**src/rtl/cla_nibble_sequencer_pkg.sv**
```systemverilog
// rtl/cla_nibble_sequencer_pkg.sv - shared constants for the nibble-serial lookahead adder
package cla_nibble_sequencer_pkg;

   localparam int NIB_W = 4;

   localparam logic [1:0] ST_IDLE = 2'd0;
   localparam logic [1:0] ST_RUN  = 2'd1;
   localparam logic [1:0] ST_DONE = 2'd2;

endpackage

```
**src/rtl/cla_nibble_sequencer_cla4_slice.sv**
```systemverilog
// rtl/cla_nibble_sequencer_cla4_slice.sv - combinational 4-bit carry-lookahead adder slice
module cla4_slice
   import cla_nibble_sequencer_pkg::*;
(
   input  logic [NIB_W-1:0] a,
   input  logic [NIB_W-1:0] b,
   input  logic             c0,
   output logic [NIB_W-1:0] f,
   output logic             c4
);

   logic [NIB_W-1:0] p;
   logic [NIB_W-1:0] g;
   logic [NIB_W:0]   c;

   assign p = a ^ b;
   assign g = a & b;

   // every carry is a flat sum of products of c0, so no ripple through the slice
   assign c[0] = c0;
   assign c[1] = g[0] | (p[0] & c0);
   assign c[2] = g[1] | (p[1] & g[0]) | (p[1] & p[0] & c0);
   assign c[3] = g[2] | (p[2] & g[1]) | (p[2] & p[1] & g[0])
               | (p[2] & p[1] & p[0] & c0);
   assign c[4] = g[3] | (p[3] & g[2]) | (p[3] & p[2] & g[1])
               | (p[3] & p[2] & p[1] & g[0])
               | (p[3] & p[2] & p[1] & p[0] & c0);

   assign f  = p ^ c[NIB_W-1:0];
   assign c4 = c[NIB_W];

endmodule

```
**src/rtl/cla_nibble_sequencer.sv**
```systemverilog
// rtl/cla_nibble_sequencer.sv - wide add/sub built by cycling operands through one 4-bit CLA slice
module cla_nibble_sequencer
   import cla_nibble_sequencer_pkg::*;
#(
   parameter int WIDTH = 16
)
(
   input  logic             clk,
   input  logic             rst,
   input  logic             start,
   input  logic             sub,
   input  logic [WIDTH-1:0] a,
   input  logic [WIDTH-1:0] b,
   input  logic             cin,
   output logic             busy,
   output logic             done,
   output logic [WIDTH-1:0] sum,
   output logic             cout,
   output logic             ovf
);

   localparam int NNIB  = WIDTH / NIB_W;
   localparam int IDX_W = (NNIB > 1) ? $clog2(NNIB) : 1;
   localparam logic [IDX_W-1:0] LAST_IDX = IDX_W'(NNIB - 1);

   logic [1:0]       state;
   logic [IDX_W-1:0] idx;
   logic [WIDTH-1:0] a_q;
   logic [WIDTH-1:0] b_q;
   logic             carry;
   logic [WIDTH-1:0] sum_q;
   logic             cout_q;
   logic             ovf_q;

   logic [NIB_W-1:0] a_nib;
   logic [NIB_W-1:0] b_nib;
   logic [NIB_W-1:0] f;
   logic             c4;
   logic             accept;

   assign a_nib  = a_q[idx*NIB_W +: NIB_W];
   assign b_nib  = b_q[idx*NIB_W +: NIB_W];
   assign accept = start && ((state == ST_IDLE) || (state == ST_DONE));

   cla4_slice u_slice (
      .a  (a_nib),
      .b  (b_nib),
      .c0 (carry),
      .f  (f),
      .c4 (c4)
   );

   always_ff @(posedge clk or posedge rst) begin
      if (rst) begin
         state  <= ST_IDLE;
         idx    <= '0;
         a_q    <= '0;
         b_q    <= '0;
         carry  <= 1'b0;
         sum_q  <= '0;
         cout_q <= 1'b0;
         ovf_q  <= 1'b0;
      end else if (accept) begin
         // subtraction is a + ~b + 1, so B is inverted once here and carry seeds the +1
         a_q   <= a;
         b_q   <= sub ? ~b : b;
         carry <= sub ? 1'b1 : cin;
         idx   <= '0;
         state <= ST_RUN;
      end else begin
         case (state)
            ST_RUN: begin
               sum_q[idx*NIB_W +: NIB_W] <= f;
               carry <= c4;
               if (idx == LAST_IDX) begin
                  cout_q <= c4;
                  ovf_q  <= (a_q[WIDTH-1] == b_q[WIDTH-1]) && (f[NIB_W-1] != a_q[WIDTH-1]);
                  idx    <= '0;
                  state  <= ST_DONE;
               end else begin
                  idx <= idx + 1'b1;
               end
            end
            default: state <= ST_IDLE;
         endcase
      end
   end

   assign busy = (state == ST_RUN);
   assign done = (state == ST_DONE);
   assign sum  = sum_q;
   assign cout = cout_q;
   assign ovf  = ovf_q;

endmodule

```
**config.mk**
```make
export PLATFORM = sky130hd
export DESIGN_NAME = cla_nibble_sequencer
export DESIGN_NICKNAME = d
export VERILOG_FILES = /design/src/rtl/cla_nibble_sequencer_pkg.sv /design/src/rtl/cla_nibble_sequencer_cla4_slice.sv /design/src/rtl/cla_nibble_sequencer.sv
export SDC_FILE = /design/constraint.sdc
export NUM_CORES = 1
export LEC_CHECK = 0
export CELL_PAD_IN_SITES_DETAIL_PLACEMENT = 0
export CELL_PAD_IN_SITES_GLOBAL_PLACEMENT = 1
export CORE_ASPECT_RATIO = 0.5
export CORE_UTILIZATION = 44
export DETAILED_ROUTE_END_ITERATION = 10
export MAX_ROUTING_LAYER = met4
export PLACE_DENSITY = 0.8
export SLEW_MARGIN = 10
export SYNTH_ARGS = -nofsm -noshare
export SYNTH_HDL_FRONTEND = slang
export SYNTH_HIERARCHICAL = 1
export SYNTH_SLANG_ARGS = --single-unit
```
**constraint.sdc**
```tcl
create_clock -name clk -period 6.33 [get_ports clk]
set_input_delay 1.266 -clock clk [delete_from_list [all_inputs] [get_ports clk]]
set_output_delay 1.266 -clock clk [all_outputs]
set_load 0.005 [all_outputs]
```
[Yosys cells after proc, flatten, opt, wreduce, memory -nomap -nowiden]
Index checks and enable logic that the tools add are counted.
Storage, ports and cells
  output and inout bits: 20
  register bits: 55
  logic and storage cells: 69
  bits of input ports: 37
Cells by class
  eq/ne operators: 6
  mux-type cells: 11
  $add $sub $neg: 2
  reductions and logical operators: 7
  bitwise logic cells: 31
  shift-type cells: 4
Operators by type and width (count)
  4-bit negation with 34-bit output: 1
  4-bit by 34-bit variable shift with 16-bit output, first input constant: 1
  4-bit by 34-bit variable part select with 16-bit output: 1
  16-bit by 5-bit variable part select with 4-bit output: 2
  1-bit bitwise AND: 16
  16-bit bitwise mux: 1
  16-bit 2-to-1 mux: 1
  16-bit inverter: 1
  2-bit 2-to-1 mux: 6
  1-bit OR: 10
  4-bit bitwise XOR: 2
  4-bit bitwise AND: 1
  2-bit == test, second input constant: 2
  1-bit 2-to-1 mux: 3
  3-bit by 1-bit inequality test with 1-bit output, second input constant: 1
  3-bit AND reduction: 1
  2-bit by 1-bit adder with 2-bit output, second input constant: 1
  2-bit by 1-bit == test with 1-bit output, second input constant: 1
  1-bit logical AND: 2
  2-bit zero test: 1
  2-bit AND reduction: 1
  2-bit nonzero test: 1
  1-bit == test: 1
  1-bit logical OR: 1
  other kinds (2): 2

[Logic depth before layout (Yosys ltp)]
Gate-level depths: netlist of the first run.
  word-level depth: 9
  gate-level depth with buffers: 10
  depth with buffers taken out: 8

[Hierarchy]
The synthesis of the first run kept the hierarchy.
By module, submodules not included
  cla_nibble_sequencer: seq. area each 1376.3 um^2, area an instance 2670.1 um^2, times used 1, cells an instance 204
  cla4_slice: seq. area each 0.0 um^2, area an instance 147.6 um^2, times used 1, cells an instance 17

[Worst setup path after synthesis of the first run]
No wires, ideal clock.
  path kind: reg-to-reg
  start point: register idx[0]
  end point: register sum_q[15], in the netlist sum[15]
  required time: 6.220 ns
  buffers on the path: 2
  path slack: 3.662 ns
  arrival time: 2.557 ns
  clock period less this slack: 2.668 ns
  setup time: 0.110 ns
  cell stages (with the launch flop): 10
  path through: dfrtp_1 > buf_4 > buf_6 > mux4_2 > ha_1 > a21o_1 > a31o_1 > xor2_1 > nand2_1 > o41ai_1
On the way
  elaborated cells on any way between the ends: 24
  classes of those cells: add/sub (1); shift (4); mux (1); bitwise (18)
RTL lines
  start, declared: line cla_nibble_sequencer.sv:27  | logic [IDX_W-1:0] idx;
  start signal, assigned: line cla_nibble_sequencer.sv:81  | idx <= idx + 1'b1;
  16-bit by 5-bit variable part select with 4-bit output *: line cla_nibble_sequencer.sv:41  | assign a_nib = a_q[idx*NIB_W +: NIB_W];
  via a_nib[0]: line cla_nibble_sequencer.sv:35  | logic [NIB_W-1:0] a_nib;
  4-bit bitwise AND or 4-bit bitwise XOR (tied branches): line cla_nibble_sequencer_cla4_slice.sv:17, cla_nibble_sequencer_cla4_slice.sv:16
  1-bit bitwise AND, on equally long branches: line cla_nibble_sequencer_cla4_slice.sv:23, cla_nibble_sequencer_cla4_slice.sv:24
  1-bit OR or 1-bit bitwise AND (tied branches): line cla_nibble_sequencer_cla4_slice.sv:23, cla_nibble_sequencer_cla4_slice.sv:24
  1-bit OR *: line cla_nibble_sequencer_cla4_slice.sv:24  | | (p[2] & p[1] & p[0] & c0);
  4-bit bitwise XOR *: line cla_nibble_sequencer_cla4_slice.sv:29  | assign f = p ^ c[NIB_W-1:0];
  via f[3]: line cla_nibble_sequencer.sv:37  | logic [NIB_W-1:0] f;
  4-bit by 34-bit variable part select with 16-bit output *: line cla_nibble_sequencer.sv:73  | sum_q[idx*NIB_W +: NIB_W] <= f;
  16-bit bitwise mux *: line cla_nibble_sequencer.sv:73
  end signal, assigned: line cla_nibble_sequencer.sv:60  | sum_q <= '0;
  end signal, assigned by index: line cla_nibble_sequencer.sv:73
  end, declared: line cla_nibble_sequencer.sv:31  | logic [WIDTH-1:0] sum_q;
Mark *: on every way through the listed nets, which the timed path passes. The rest lies on a longest branch.
A chain may end at the register's enable or synchronous reset.

[Worst setup path after layout of the first run]
  start point: register idx[0]
  end point: register sum_q[15], in the netlist sum[15]
On the way
  longest elaborated chain between the ends: 9
  elaborated cells on any way between the ends: 24
  classes of those cells: add/sub (1); shift (4); mux (1); bitwise (18)
Ends and longest elaborated chain
  16-bit by 5-bit variable part select with 4-bit output *: line cla_nibble_sequencer.sv:41
  via a_nib[2]: line cla_nibble_sequencer.sv:35
  4-bit bitwise XOR: line cla_nibble_sequencer_cla4_slice.sv:16  | assign p = a ^ b;
  1-bit bitwise AND, on equally long branches: line cla_nibble_sequencer_cla4_slice.sv:23, cla_nibble_sequencer_cla4_slice.sv:24
  1-bit OR (tied with other cells): line cla_nibble_sequencer_cla4_slice.sv:23  | assign c[3] = g[2] | (p[2] & g[1]) | (p[2] & p[1] & g[0])
  1-bit OR or 1-bit bitwise AND (tied branches): line cla_nibble_sequencer_cla4_slice.sv:23, cla_nibble_sequencer_cla4_slice.sv:24
  1-bit OR *: line cla_nibble_sequencer_cla4_slice.sv:24
  4-bit bitwise XOR *: line cla_nibble_sequencer_cla4_slice.sv:29
  via f[3]: line cla_nibble_sequencer.sv:37
  4-bit by 34-bit variable part select with 16-bit output *: line cla_nibble_sequencer.sv:73
  16-bit bitwise mux *: line cla_nibble_sequencer.sv:73
Marked as above.

==> reports/metrics.cfg, run 1 <==
[pwr]
p_total_mw=1.83
p_leak_nw=1.56
powerDensity_nw_per_um2=520
ir_drop_uv=215

[synthesis]
synth_warnings=6
yosysMostFrequentCell=dfrtp_1
synthTopCellsByArea=dfrtp_1 49%, mux2_4 8.0%, mux4_2 6.4%
synth_edf_count=0
syn_nets=269
synthFlopType=dfrtp_1
seq_area_frac_synth_pct=48.8
ys_ff_latch=55
synth_area_leader_cell=dfrtp_1
post_synth_num_cell_types=36
postSynthAreaPerCell_um2=12.7
syn_inst=221
synth_top_area_share_pct=48.8
syn_area_um2=2820
synth_commonest_cells=55 x dfrtp_1, 29 x nand2_1, 18 x o21ai_0, 18 x xnor2_1, 15 x mux2_4
async_flop_share_pct=100

[clock_network]
h-tree-depth=2
ctsResizeCount=0
insertion_delay_ns=0.29
cts_sinks=55
cts_buffers=5
hold_buffers=0
post-cts-setup-buffers=0
cts_tree=yes
root_buffer=clkbuf_16
clk_pin_slew_ns=0.07
clock_path_buffers=2

[routing]
firstDrtPassIters=4
routedWlPerCell_um=14.0
drt-total-wl_um=5030
vias_per_cell=4.93
drc=0
antenna_left=0
vias=1771
drtIter0Drc=108

[worst_setup_path]
worst_setup_path_end_kind=register
path_class=reg2reg
r2r_cells=7
crit_chain=mux4_2 > ha_1 > a21o_1 > a31o_1 > xor2_1 > nand2_1 > o41ai_1
rrSetupSlack_ns=3.12
worstSetupStartpointType=register
cp.depth=7
critical_path.max_stage_delay_ns=0.95
required_ns=6.51
cp.arrival_ns=3.40
critPathTopFamily=flip-flops
cp.buffers_inverters=0
slowest_stage=dfrtp_1
critPathMaxFanout=19

[final_layout]
num_antenna_cells=0
layout-drive-gt1-share_pct=13.3
num-nets-final=320
area_growth_pct=25.0
fillCellCount=527

[global_routing]
grt_start_max_net_pins=56
grt_pass1_wl_um=8560
grt_usage_pct=17.6
overflow=0
antenna_found_initial=0
grt_pass1_vias=1778

[min_path]
hp-class=reg2reg
holdPathStages=2

[sta]
hold_ws_ns=0.476
final-setup-viol-count=0
post-route-min-period_ns=3.21
fmax_ghz=0.311
rsz0062_at_grt=false
tightest_slew_ns=0.929
hold_violations=0
fin_tns_setup_ns=0
setup_ws_ns=3.12
clock_skew_ns=0.00459
post-route-period-util_pct=50.8
slew_viol_final=0
relSlewSlack_pct=38.1

[place]
io_buffers=56
gp_congestion=0.781
place_ws_ns=3.09
dp_hpwl_um=3720

[floorplanning]
pin_count=57
core_area_um2=6130
start_util_pct=46.0
dieArea_um2=6750
row_count=20
die_h_um=58.6
fp.dieW_um=115

[run_status]
status=finished clean

[job]
maxCapViolCount=0

==> path summary, 6_finish.rpt <==
path	from	end
setup / recovery	idx[0]	sum[15]
hold / removal	sum[13]	sum[13]
setup reg to reg	idx[0]	sum[15]
hold reg to reg	sum[13]	sum[13]
max in group asynchronous	rst	a_q[8]
min in group asynchronous	rst	sum[4]
==> flip-flops by register name, summed over array words and instances, names as in the netlist <==
| name | cells |
|---|---|
| a_q | 16 |
| ovf | 1 |
| carry | 1 |
| idx | 2 |
| state | 2 |
| sum | 16 |
| b_q | 16 |
| cout | 1 |
==> power breakdown <==
| part | internal [mW] | switching [mW] |
|---|---|---|
| Combinational | 0.482 | 0.456 |
| Clock | 0.142 | 0.112 |
| Sequential | 0.504 | 0.135 |
| Total | 1.13 | 0.704 |
==> metrics by stage <==
stage                     area, um2  utilization (%)  cells
after floorplan                2820                -    221
after global placement         3390             55.3    353
after detailed placement       3390             55.3    353
after CTS                      3520             57.4    359
after global routing           3520             57.4    359
final                          3520             57.4    359
==> cell type report <==
class	count	area (um2)	area share, %
Clock buffer	6	129	3.66
Inverter	9	35.0	0.995
Multi-Input combinational cell	145	1310	37.2
Sequential cell	55	1380	39.1
Tap cell	88	110	3.13
Timing Repair Buffer	56	561	15.9
==> cell usage in the layout (no fill, tap or decap), drive strengths merged, types with 3 or more instances in the layout <==
master / count
mux2: 17
clkbuf: 6
o31ai: 5
clkdlybuf4s50: 56
xnor2: 18
nand2: 29
nand2b: 3
nand3b: 5
dfrtp: 55
o21ai: 18
o41ai: 4
a21o: 3
inv: 8
ha: 10
mux4: 8
a22o: 9
==> cell families (layout without fill, tap and decap cells) <==
| family | count (synthesis) | in the layout | synth area share, % |
|---|---|---|---|
| flops | 55 | 55 | 48.8 |
| simple gates | 47 | 47 | 9.90 |
| compound gates | 43 | 43 | 10.4 |
| mux | 25 | 25 | 15.2 |
| buf+inv | 21 | 71 | 4.62 |
| xor+xnor | 19 | 19 | 5.91 |
| fa+ha+maj | 11 | 11 | 5.15 |
==> metal layers <==
metal  routed length, um  vias to the layer above  GRT usage [%]
li1                    -                      875              -
met1                2420                      856           23.3
met2                2380                       34           27.1
met3                 170                        6           4.33
met4                  55                        0           5.01
met5                   0                        -              -
==> worst register-to-register path: cells and delay by family (launching register included) <==
| family | cells | cell delay [ns] |
|---|---|---|
| DFF | 1 | 0.95 |
| AOI/OAI and AO/OA | 3 | 0.73 |
| muxes | 1 | 0.61 |
| adders and majority gates | 1 | 0.36 |
| xor gates and xnor gates | 1 | 0.33 |
| and+or+nand+nor | 1 | 0.14 |
No activity file was read; power rests on OpenSTA's default activity.
==> inputs of run 2 (changes only) <==
--- a/config.mk
+++ b/config.mk
@@ -8,10 +8,10 @@
 export CELL_PAD_IN_SITES_DETAIL_PLACEMENT = 0
 export CELL_PAD_IN_SITES_GLOBAL_PLACEMENT = 1
 export CORE_ASPECT_RATIO = 0.5
-export CORE_UTILIZATION = 44
+export CORE_UTILIZATION = 41
 export DETAILED_ROUTE_END_ITERATION = 10
 export MAX_ROUTING_LAYER = met4
-export PLACE_DENSITY = 0.8
+export PLACE_DENSITY = 0.75
 export SLEW_MARGIN = 10
 export SYNTH_ARGS = -nofsm -noshare
 export SYNTH_HDL_FRONTEND = slang
==> constraint.sdc (replaced) <==
create_clock -name clk -period 3 [get_ports clk]
set_input_delay 0.6 -clock clk [delete_from_list [all_inputs] [get_ports clk]]
set_output_delay 0.6 -clock clk [all_outputs]
set_load 0.005 [all_outputs]
==> run 2 against run 1 <==
Net effect:
- global-route usage decreased by 0.71 points
- highest routed layer unchanged
- largest cell class unchanged
- hold slack worse by 0.0028 ns
- clock power rose to 2.9 times the previous value
- first-iteration DRC count decreased by 51%
==> reports/metrics.cfg, run 2 (synthesis gave the netlist of run 1 again) <==
[sta]
tightest_slew_ns=0.889
relSlewSlack_pct=40.5
clock_skew_ns=0.00533
final-setup-viol-count=0
fmax_ghz=0.364
hold_ws_ns=0.473
fin_tns_setup_ns=0
post-route-min-period_ns=2.75
post-route-period-util_pct=91.7
slew_viol_final=0
hold_violations=0
rsz0062_at_grt=false

[global_routing]
grt_pass1_vias=1826
antenna_found_initial=0
overflow=0
grt_usage_pct=16.8
grt_pass1_wl_um=8890
grt_start_max_net_pins=53

[pwr]
ir_drop_uv=560
powerDensity_nw_per_um2=1130
p_leak_nw=1.60
p_sw_mw=1.53
p_sw_share_pct=37.3
p_int_mw=2.57
clockPowerShare_pct=18.0
seq_power_share_pct=32.2
p_total_mw=4.09
p_comb_share_pct=49.8

[floorplanning]
pin_count=57
row_count=20
core_area_um2=6360
dieArea_um2=7230
fp.dieW_um=119
die_h_um=60.6
start_util_pct=44.3

[clock_network]
cts_tree=yes
cts_sinks=55
clk_pin_slew_ns=0.07
cts_buffers=5
h-tree-depth=2
clock_path_buffers=2
insertion_delay_ns=0.29
root_buffer=clkbuf_16

[final_layout]
num_antenna_cells=0
final_common_cell=clkdlybuf4s50_1
layout-drive-gt1-share_pct=15.3
layout_common_cells=56 x clkdlybuf4s50_1, 54 x dfrtp_1, 29 x nand2_1
area_growth_pct=28.2
final_area_um2=3610
num-nets-final=322
final_util_pct=56.9

[worst_setup_path]
path_class=reg2reg
required_ns=3.18
cp.arrival_ns=2.93
worstSetupStartpointType=register
worst_setup_path_end_kind=register
critPathMaxFanout=13

[routing]
routedWlPerCell_um=14.5
drtIter0Drc=53
drc=0
antenna_left=0
drt-total-wl_um=5260
vias_per_cell=4.86
firstDrtPassIters=4
vias=1765

[job]
maxCapViolCount=0

[place]
placed_cell_area_um2=3420
dp_hpwl_um=3930
io_buffers=56
gp_congestion=0.790

[run_status]
status=finished clean

[min_path]
hp-class=reg2reg

[run 2: cell types whose count changed in the layout (fill, tap and decap cells not counted), sizes merged]
cell	delta
buf	+2
bufinv	+2
clkbuf	-1
clkinv	-1
clkinvlp	+1
inv	+1
[run 2: stage by stage]
step / setup WS (ns) / std cells
finish: 0.250 / 363
floorplan: 0.332 / 221
global placement: 0.294 / 355
CTS: 0.173 / 363
global route: 0.0162 / 363
detailed placement: 0.203 / 355
[run 2: final timing paths]
kind / startpoint / to / slack, ns / cells after the start
max in group asynchronous: rst / b_q[1] / 1.74 / 3
hold reg to reg: sum[4] / sum[4] / 0.47 / 2
setup reg to reg: idx[1] / sum[15] / 0.25 / 7
setup / recovery: idx[1] / sum[15] / 0.25 / 7
min in group asynchronous: rst / sum[14] / 0.70 / 2
hold / removal: sum[4] / sum[4] / 0.47 / 2
[run 2: critical path, cell delays in order (launching register included)]
cell and delay (ns):
dfrtp_1 0.69, mux4_2 0.40, ha_1 0.35, a21o_1 0.19, a31o_1 0.22, xor2_1 0.33, nand2_1 0.13, o41ai_1 0.32
[run 2: repair_timing]
| item | CTS | global route |
|---|---|---|
| resized for setup | 0 | 1 |
| hold buffers | 0 | 0 |
| buffers inserted | 0 | 0 |
| endpoints found under the setup margin | 0 | 2 |
[run 2: cell type report]
class | instances | area, um2
tap | 88 | 110
timing repair buffer | 58 | 588
clock buffer | 5 | 125
multi-input combinational | 145 | 1310
sequential | 55 | 1380
fill | 552 | 2740
inverter | 9 | 33.8
clock inverter | 3 | 67.6
[run 2: routing by layer]
metal	up-vias	wire length (um)	track usage, %
li1	881	-	-
met1	842	2580	21.8
met2	40	2480	27.7
met3	2	181	3.67
met4	0	22	3.62
met5	-	0	-
[run 2: power by group through the flow]
stage	registers (mW)	logic (mW)	clock network, mW
after floorplan	1.22	1.57	0
after global placement	1.33	2.00	0
after detailed placement	1.34	2.04	0
after CTS	1.33	2.06	0.751
after global routing	1.37	2.27	0.777
final	1.32	2.04	0.738
